==> src/rtl/swspi_host.sv <==
// SPI host for the 10-bit software-interface command port: one {op, data} word
// per frame, MSB first, with the returned byte captured from MISO rises 3..10.
module swspi_host #(
  parameter int HALF_PERIOD = 8,
  parameter int SETUP       = 8,
  parameter int GAP         = 16
) (
  input  logic       clk,
  input  logic       reset_n,
  input  logic       cmd_valid,
  output logic       cmd_ready,
  input  logic [1:0] cmd_op,
  input  logic [7:0] cmd_data,
  output logic       rsp_valid,
  output logic [7:0] rsp_data,
  output logic       spi_sck,
  output logic       spi_ssel,
  output logic       spi_mosi,
  input  logic       spi_miso
);

  if (HALF_PERIOD < 4) begin : g_bad_half_period
    $error("swspi_host: HALF_PERIOD must be 4 or more");
  end
  if (SETUP < 2) begin : g_bad_setup
    $error("swspi_host: SETUP must be 2 or more");
  end
  if (GAP < 4) begin : g_bad_gap
    $error("swspi_host: GAP must be 4 or more");
  end

  localparam int CNT_MAX = (SETUP > GAP) ? ((SETUP > HALF_PERIOD) ? SETUP : HALF_PERIOD)
                                         : ((GAP > HALF_PERIOD) ? GAP : HALF_PERIOD);
  localparam int CW = $clog2(CNT_MAX);

  localparam logic [CW-1:0] SETUP_LAST = CW'(SETUP - 1);
  localparam logic [CW-1:0] HALF_LAST  = CW'(HALF_PERIOD - 1);
  // GAP ends one cycle early so the registered cmd_ready is already high at the
  // edge GAP cycles after SSEL rises; a held command is accepted on that edge.
  localparam logic [CW-1:0] GAP_LAST   = CW'(GAP - 2);

  typedef enum logic [2:0] {
    ST_IDLE,
    ST_SETUP,
    ST_SHIFT,
    ST_HOLD,
    ST_GAP
  } state_t;

  state_t        state;
  logic [CW-1:0] cnt;
  logic [3:0]    bit_cnt;
  logic [9:0]    tx_sh;
  logic [7:0]    rx_sh;
  logic          miso_s1;
  logic          miso_s2;

  // NOTE: every flop here uses <= so all updates see the values from before the
  // edge; blocking assignments would make the synchroniser collapse to one stage.
  always_ff @(posedge clk or negedge reset_n) begin
    if (!reset_n) begin
      miso_s1 <= 1'b0;
      miso_s2 <= 1'b0;
    end else begin
      miso_s1 <= spi_miso;
      miso_s2 <= miso_s1;
    end
  end

  always_ff @(posedge clk or negedge reset_n) begin
    if (!reset_n) begin
      state     <= ST_IDLE;
      cnt       <= '0;
      bit_cnt   <= '0;
      tx_sh     <= '0;
      rx_sh     <= '0;
      cmd_ready <= 1'b1;
      rsp_valid <= 1'b0;
      rsp_data  <= '0;
      spi_sck   <= 1'b0;
      spi_ssel  <= 1'b1;
      spi_mosi  <= 1'b0;
    end else begin
      rsp_valid <= 1'b0;
      case (state)
        ST_IDLE: begin
          if (cmd_valid) begin
            state     <= ST_SETUP;
            cmd_ready <= 1'b0;
            spi_ssel  <= 1'b0;
            tx_sh     <= {cmd_op, cmd_data};
            spi_mosi  <= cmd_op[1];
            cnt       <= '0;
            bit_cnt   <= '0;
          end
        end

        // Rise 1 happens on the SETUP exit edge; its MISO sample is discarded.
        ST_SETUP: begin
          if (cnt == SETUP_LAST) begin
            state   <= ST_SHIFT;
            cnt     <= '0;
            spi_sck <= 1'b1;
          end else begin
            cnt <= cnt + 1'b1;
          end
        end

        ST_SHIFT: begin
          if (cnt == HALF_LAST) begin
            cnt     <= '0;
            spi_sck <= ~spi_sck;
            if (spi_sck) begin
              if (bit_cnt == 4'd9) begin
                state    <= ST_HOLD;
                spi_mosi <= 1'b0;
              end else begin
                bit_cnt  <= bit_cnt + 1'b1;
                tx_sh    <= {tx_sh[8:0], 1'b0};
                spi_mosi <= tx_sh[8];
              end
            end else if (bit_cnt >= 4'd2) begin
              rx_sh <= {rx_sh[6:0], miso_s2};
            end
          end else begin
            cnt <= cnt + 1'b1;
          end
        end

        ST_HOLD: begin
          if (cnt == HALF_LAST) begin
            state     <= ST_GAP;
            cnt       <= '0;
            spi_ssel  <= 1'b1;
            rsp_valid <= 1'b1;
            rsp_data  <= rx_sh;
          end else begin
            cnt <= cnt + 1'b1;
          end
        end

        ST_GAP: begin
          if (cnt == GAP_LAST) begin
            state     <= ST_IDLE;
            cmd_ready <= 1'b1;
          end else begin
            cnt <= cnt + 1'b1;
          end
        end

        default: state <= ST_IDLE;
      endcase
    end
  end

endmodule

==> config.mk <==
export PLATFORM = sky130hd
export DESIGN_NAME = swspi_host
export DESIGN_NICKNAME = d
export VERILOG_FILES = /design/src/rtl/swspi_host.sv
export SDC_FILE = /design/constraint.sdc
export NUM_CORES = 1
export LEC_CHECK = 0
export ABC_AREA = 1
export CELL_PAD_IN_SITES_DETAIL_PLACEMENT = 0
export CELL_PAD_IN_SITES_GLOBAL_PLACEMENT = 1
export CORE_MARGIN = 8
export CORE_UTILIZATION = 42
export CTS_CLUSTER_DIAMETER = 200
export DETAILED_ROUTE_END_ITERATION = 10
export DONT_BUFFER_PORTS = 1
export PLACE_DENSITY = 0.81
export SETUP_SLACK_MARGIN = 0.05
export SYNTH_ARGS = -nofsm -noshare
export SYNTH_HDL_FRONTEND = slang
export SYNTH_SLANG_ARGS = --single-unit
==> constraint.sdc <==
create_clock -name clk -period 1.5 [get_ports clk]
set_input_delay 0.3 -clock clk [delete_from_list [all_inputs] [get_ports clk]]
set_output_delay 0.3 -clock clk [all_outputs]
set_load 0.05 [all_outputs]
* Word-level counts from Yosys, hierarchy flattened
Index checks and enable logic that the tools add are counted.
** Word-level totals
- Register bits after elaboration :: 43
- Input bits :: 14
- Output and inout port bits :: 13
- Logic and storage cells :: 84
** Operators by class
- $add $sub $neg :: 2
- Order comparisons :: 1
- Equality and inequality tests :: 16
- Mux-type cells :: 35
- Bitwise gates (word level) :: 1
- Reduce and logical (&&, ||, !) cells :: 16
** Operator list (count)
- $mux 9 :: 4
- $mux 4 :: 6
- $mux 3 :: 7
- $ne 2x2->1 const B :: 9
- $pmux 9 s2 :: 1
- $pmux 3 s5 :: 1
- $pmux 4 s3 :: 1
- $reduce_and 3->1 :: 4
- $mux 1 :: 10
- $add 4x1->4 const B :: 2
- $eq 4x4->1 const B :: 2
- $pmux 1 s2 :: 4
- $pmux 4 s2 :: 1
- $reduce_and 4->1 :: 2
- $reduce_bool 2->1 :: 4
- $reduce_and 7->1 :: 1
- $eq 3x2->1 const B :: 2
- $reduce_and 5->1 :: 1
- $eq 4x3->1 const B :: 1
- $ge 4x2->1 const B :: 1
- $eq 3x1->1 const B :: 1
- $eq 3x3->1 const B :: 1
- $logic_not 3->1 :: 1
- $reduce_bool 3->1 :: 1
- other kinds (3) :: 3

* Depth between registers and ports, before layout
- Depth after elaboration :: 5
- Mapped depth :: 9
- Mapped depth without buffers :: 9

* Least setup slack after synthesis
OpenSTA, ideal clock, no wires.
- Kind :: flip-flop to flip-flop
- From :: register spi_sck
- To :: register bit_cnt[1]
- Setup time :: 0.117 ns
- Arrival time :: 1.364 ns
- Slack :: 0.019 ns
- Stages on the path, launching flop included :: 7
- Buffers on the path :: 1
- Clock period less this slack :: 1.481 ns
- Cells stage by stage :: dfrtp_1 inv_1 o21ai_1 nand3_2 buf_6 nand2_1 nand2_1
** Between the ends
- Word-level cells in the longest chain between the ends :: 2
** Ends and longest elaborated chain
- start, declared :: RTL line 16 : output logic spi_sck,
- start signal, assigned :: RTL line 112 : spi_sck <= ~spi_sck;
- $ne 2x2->1 (no source line)
- $reduce_and 5->1 (no source line)
- end signal, assigned :: RTL line 118 : bit_cnt <= bit_cnt + 1'b1;
- end, declared :: RTL line 52 : logic [3:0] bit_cnt;
Every way passes these cells.
A chain may end at the register's enable or synchronous reset.

* Worst setup path in the final report
- From :: register cnt[1]
- To :: register cnt[3]
** Between the ends
- Word-level cells in the longest chain between the ends :: 3
- Elaborated cells on any way between the ends :: 8
- Classes of those cells :: add/sub: 1; eq/ne: 3; mux: 3; reduce/logical: 1
** Ends and longest elaborated chain
- start, declared :: RTL line 51 : logic [CW-1:0] cnt;
- start signal, assigned :: RTL line 105 : cnt <= cnt + 1'b1;
- start signal, assigned :: RTL line 126 : cnt <= cnt + 1'b1;
- start signal, assigned :: RTL line 138 : cnt <= cnt + 1'b1;
- $add 4x1->4, or another cell as far along
- $mux 4, or another cell as far along :: RTL line 143 : if (cnt == GAP_LAST) begin
- $pmux 4 s3 / $reduce_and 3->1 (equally long branches)
Parallel ways exist; a longest one is shown, timed or not. The select of a mux whose other input is x is not followed.

==> impl_metrics.csv <==
group,metric,value,unit
outcome,status,"completed",
timing,fin_crit,1.40,ns
routing,wl,5070,um
clocking,cts_root_buf,"clkbuf_8",
timing,slew_headroom,65.3,%
pwr,swShare,23.3,%
clocking,clock_latency,0.30,ns
finish,area_growth,22.4,%
finish,final_layout_size_suffix_gt1_share,23.5,%
synthesis,syn-cell-area,0.00214,sq mm
global_route,grt_usage,14.0,%
floorplanning,ios,27,
timing,slew_violations,0,
worst_setup_path,timing_worst_setup_path_type,"flop to flop",
synthesis,synthCells,268,
floorplanning,die-height,87.3,um
floorplanning,coreArea,0.00501,sq mm
global_route,overflow,0,
placed_design,place_hpwl,3330,um
routing,vias,1815,
timing,hold_slack,0.0175,ns
timing,clock_skew,0.00725,ns
routing,drc,0,
pwr,peakVddDrop,0.000529,V
floorplanning,die_area,0.00763,sq mm
worst_setup_path,crit_arrival,1.60,ns
clocking,clock-sinks,43,
timing,clock.fmax,716,MHz
placed_design,placed_cell_area,0.00231,sq mm
synthesis,postSynthAreaPerCell,7.97,sq um
synthesis,synth-main-ff-cell,"dfrtp_1",
global_route,antenna_found_initial,0,
global_route,grt_pass1_vias,1805,
routing,ant_nets,0,
placed_design,port_buffers,0,
finish,final_common_cell,"nand2_1",
finish,nets,311,
routing,first_pass_iters,4,
global_route,grt_first_pass_wirelength,8420,um
timing,worstMarginPinSlew,0.520,ns
finish,n_antenna_cell,0,
pwr,p_int,1.56,mW
timing,rsz0062_at_grt,"yes",
worst_setup_path,cp-end-kind,"flop",
floorplanning,die_w,87.3,um
worst_hold_path,min_path_type,"input pin to flop",
timing,period_share,93.1,%
clocking,htree_levels,2,
synthesis,syn-num-nets,287,
job,maxCapViolCount,0,
clocking,numCtsBuffers,5,
finish,final_cell_area,0.00262,sq mm
pwr,combPwrFrac,2.0,%
pwr,p_leak,1.31,nW
synthesis,ys_seq_elements,43,
global_route,grt_max_degree,44,
pwr,p_seq_share,58.2,%
synthesis,synth-edff-count,0,
synthesis,synth_warnings,0,
routing,drt-wirelength-per-cell,14.0,um
clocking,clockBufferDepth,2,
pwr,pwr_density_cell,777,mW/mm^2
clocking,cts_tree,"yes",
finish,final_cell_mix,"nand2_1, dfrtp_1, inv_1",
synthesis,async_flop_share,100,%
synthesis,synth_cell_types,25,
synthesis,yosysSeqAreaShare,50.5,%
timing,final-setup-viol-count,0,
worst_setup_path,required,1.70,ns
routing,post_drt_via_cell_ratio,5.00,
pwr,pwr-share-clk,39.8,%
routing,drt_iter0_drc,75,
timing,hold_viol,0,
floorplanning,start_util,42.7,%
clocking,clk_pin_slew,0.09,ns
pwr,switchingPower,0.474,mW
placed_design,routabilityCongestion,0.801,
worst_setup_path,critPathLaunchType,"flop",
worst_setup_path,path_max_fanout,8,
floorplanning,rows,26,
final timing paths:
kind	start	endpoint	slack, ns	cells past startpoint
max in group asynchronous	reset_n	cmd_ready	0.75	2
worst max-delay path	cnt[1]	cnt[3]	0.10	8
worst max register to register	cnt[1]	cnt[3]	0.10	8
worst min register to register	miso_s1	miso_s2	0.37	0
worst min-delay path	spi_miso	miso_s1	0.02	0
min in group asynchronous	reset_n	rsp_data[2]	0.49	2
cells by family after synthesis:
family          after synthesis  synth area share, %
xor+xnor                      1                0.410
compound gates               30                 7.26
buf+inv                      36                 7.61
flops                        43                 50.5
fa+ha+maj                     5                 2.93
simple gates                153                 31.3
state kept, by name, indices dropped and copies added (netlist names):
register,count
spi_ssel,1
cnt,4
rx_sh,8
rsp_valid,1
state,3
tx_sh,9
spi_sck,1
cmd_ready,1
miso_s2,1
miso_s1,1
rsp_data,8
bit_cnt,4
spi_mosi,1
timing repair:
| action | CTS | global route |
|---|---|---|
| endpoints found under the setup margin | 25 | 37 |
| endpoints found under the hold margin | 43 | 0 |
| gates resized for setup | 6 | 33 |
| setup buffers | 4 | 2 |
| hold buffers | 2 | 0 |
| pin swaps | 1 | 9 |
through the flow:
| stage | util [%] | total power [mW] | setup TNS, ns | std cells | worst slack (ns) |
|---|---|---|---|---|---|
| final | 52.2 | 2.03 | 0 | 363 | 0.103 |
| after global placement | 46.2 | 1.21 | -0.0167 | 347 | -0.0117 |
| after CTS | 49.9 | 2.05 | 0 | 361 | 0.0529 |
| after floorplan | - | 1.21 | 0 | 268 | 0.115 |
| after detailed placement | 46.2 | 1.21 | -0.00490 | 347 | -0.00490 |
| after global routing | 52.2 | 2.10 | -0.00448 | 363 | -0.00448 |
area by class of cell:
class	instances	area, sq um
Timing Repair Buffer	26	238
Clock buffer	6	82.6
Inverter	27	101
Clock inverter	2	16.3
Sequential cell	43	1080
Tap cell	70	87.6
Multi-Input combinational cell	189	1010
Fill cell	508	2390
Yosys cell counts, types with 2 or more instances:
cell       n  area share [%]
buf_2      4            0.94
nand2_2    3            0.88
nand3_1   20             4.7
nor2_1    19             3.3
nand3b_1   2            0.70
dfstp_2    2             2.5
ha_1       5             2.9
o21ai_0   21             4.9
nand2_1   90              16
o21ai_1    3            0.70
inv_1     25             4.4
nand4_1   13             3.8
inv_2      2            0.35
buf_6      2             1.1
dfrtp_1   41              48
nor2_2     3            0.88
a21oi_1    4            0.94
buf_4      2            0.70
routing by layer:
layer | vias up | wire length, um | global-route usage [%]
met5 | - | 0 | 0
met4 | 0 | 40 | 3.75
met3 | 4 | 223 | 4.06
met2 | 21 | 2450 | 22.2
met1 | 883 | 2350 | 17.9
li1 | 907 | - | -
worst max-delay path: stages (launching register included):
cell and delay, ns:
dfrtp_1 0.42, buf_4 0.15, ha_1 0.20, nand3_2 0.10
nand3_2 0.12, nand2_4 0.14, nand3_1 0.08, nand2_1 0.06
nor2_1 0.03
power groups by stage:
| stage | Combinational [mW] | Clock [mW] | Sequential (mW) |
|---|---|---|---|
| 6_report | 0.0402 | 0.809 | 1.18 |
| 3_3_place_gp | 0.00761 | 0 | 1.21 |
| 2_1_floorplan | 0.00645 | 0 | 1.20 |
| 3_5_place_dp | 0.00745 | 0 | 1.21 |
| 5_1_grt | 0.0475 | 0.873 | 1.18 |
| 4_1_cts | 0.0427 | 0.821 | 1.18 |
Power figures use the tool's default switching activity.
==> variant: new RTL, same settings <==
One comparison of `bit_cnt` changes from == to >=.
--- a/src/rtl/swspi_host.sv
+++ b/src/rtl/swspi_host.sv
@@ -111,7 +111,7 @@
             cnt     <= '0;
             spi_sck <= ~spi_sck;
             if (spi_sck) begin
-              if (bit_cnt == 4'd9) begin
+              if (bit_cnt >= 4'd9) begin
                 state    <= ST_HOLD;
                 spi_mosi <= 1'b0;
               end else begin
Function: same outputs for any inputs over 10 cycles, from zero or initial values and one cycle with reset_n low; that may be too few to reach the edited logic, so the function may still have changed.
==> variant against the original RTL <==
  * Via count down 6.4%
  * Die area down 1.1%
  * Clock skew down 0.0013 ns
  * Synthesized cell count down 2.6%
  * Final area down 3.3%
  * Clock power down 3.0%
  * Setup slack worse by 0.071 ns
  * Count of clock-buffer cells in the layout down 1
  * Total power down 2.4%
  * Sequential cell count unchanged
  * Synthesized area down 1.4%
  * Routed wire length down 9.4%
==> variant: results (changes against the original RTL) <==
| Metric | Value |
|---|---|
| GP Congestion | 0.878 (was 0.801) |
| Non-clock buffer count | 23 (was 26) |
| Metal2 WL | 2.21 mm (was 2.45 mm) |
| Max stage delay on crit path | 0.39 ns (was 0.42 ns) |
| Syn avg cell area | 8.07 sq um (was 7.97 sq um) |
| Detailed Route Iter0 Violations | 94 (was 75) |
| Invs w/o clock | 25 (was 27) |
| Layout cells sized above 1 | 23.1% (was 23.5%) |
| Worst Path Max Fanout | 7 (was 8) |
| Run status | completed (unchanged) |
| Multi-input gates | 187 (was 189) |
| Filler cells | 477 (was 508) |
| Final nets | 305 (was 311) |
| Reported leakage power | 1.29 nW (was 1.31 nW) |
| WP data arrival | 1.72 ns (was 1.60 ns) |
| Fin Clk Skew | 0.00592 ns (was 0.00725 ns) |
| VDD IR-drop max | 0.763 mV (was 0.529 mV) |
| Syn_nets | 281 (was 287) |
| GR Util met2 | 20.2% (was 22.2%) |
| Met1 wire length | 2.11 mm (was 2.35 mm) |
| Critical Path Start | cnt[0] (was cnt[1]) |
| Sequential portion of the cell area | 42.7% (was 41.4%) |
| Synth top area cells | dfrtp_1 49%, nand2_1 17%, o21ai_0 6.2% (was dfrtp_1 48%, nand2_1 16%, o21ai_0 4.9%) |
| WL met3 | 215 um (was 223 um) |
| Multi-input combinational area share | 38.0% (was 38.5%) |
| GR Util All Layers | 12.6% (was 14.0%) |
| Clock buf/inv share | 3.76% (was 3.78%) |
| Post-synth top cells | 97 x nand2_1, 41 x dfrtp_1, 26 x o21ai_0 (was 90 x nand2_1, 41 x dfrtp_1, 25 x inv_1) |
| Placed cell count | 334 (was 347) |
| Met3 GRT Util | 3.40% (was 4.06%) |
| Non-clk buf share | 8.51% (was 9.09%) |
| Slew @ Worst Pin | 0.511 ns (was 0.520 ns) |
| M1 GR Usage | 15.5% (was 17.9%) |
| Post-DP HPWL | 3.15 mm (was 3.33 mm) |
| First-pass GRT wire length | 7.50 mm (was 8.42 mm) |
variant: cell count changes after synthesis, sizes merged, moves of 2 or more:
cell / unedited run / this run
nand3: 21 / 24
nor2: 23 / 20
o21ai: 24 / 26
nand2: 93 / 101
nand4: 13 / 1
inv: 27 / 25
variant: final timing paths:
| path | to | slack [ns] | depth (start not counted) |
|---|---|---|---|
| min reg2reg | miso_s2 | 0.36 | 0 |
| min | miso_s1 | 0.02 | 0 |
| max | tx_sh[3] | 0.03 | 8 |
| max in group asynchronous | spi_ssel | 0.80 | 2 |
| max reg2reg | tx_sh[3] | 0.03 | 8 |
| min in group asynchronous | cnt[2] | 0.45 | 2 |
variant: power by group through the flow:
stage / registers, mW / clock network, mW / logic [mW]
finish: 1.16 / 0.785 / 0.0332
global route: 1.17 / 0.868 / 0.0395
CTS: 1.16 / 0.817 / 0.0355
detailed placement: 1.19 / 0 / 0.00381
global placement: 1.19 / 0 / 0.00385
floorplan: 1.19 / 0 / 0.00251
variant: logic make-up (layout without fill, tap and decap cells):
group           Yosys count  count (layout)  share of synthesized area [%]
xor+xnor                  2               2                          0.832
buf+inv                  32              56                           6.77
compound gates           30              30                           7.13
simple gates            148             149                           30.5
flops                    43              43                           51.2
fa+ha+maj                 6               6                           3.56
variant: repair_timing:
action,in CTS,in global routing
cloned,0,1
hold buffers,2,0
pin swaps,2,15
endpoints found under the setup margin,14,37
endpoints found under the hold margin,43,0
resized for setup,2,34
buffers inserted,2,6
variant: through the flow:
step	utilization [%]	instance area, sq um	power [mW]
after global routing	52.9	2530	2.07
after detailed placement	47.1	2250	1.19
after CTS	50.2	2400	2.02
after floorplan	-	2110	1.19
final	52.9	2530	1.98
after global placement	47.1	2250	1.19
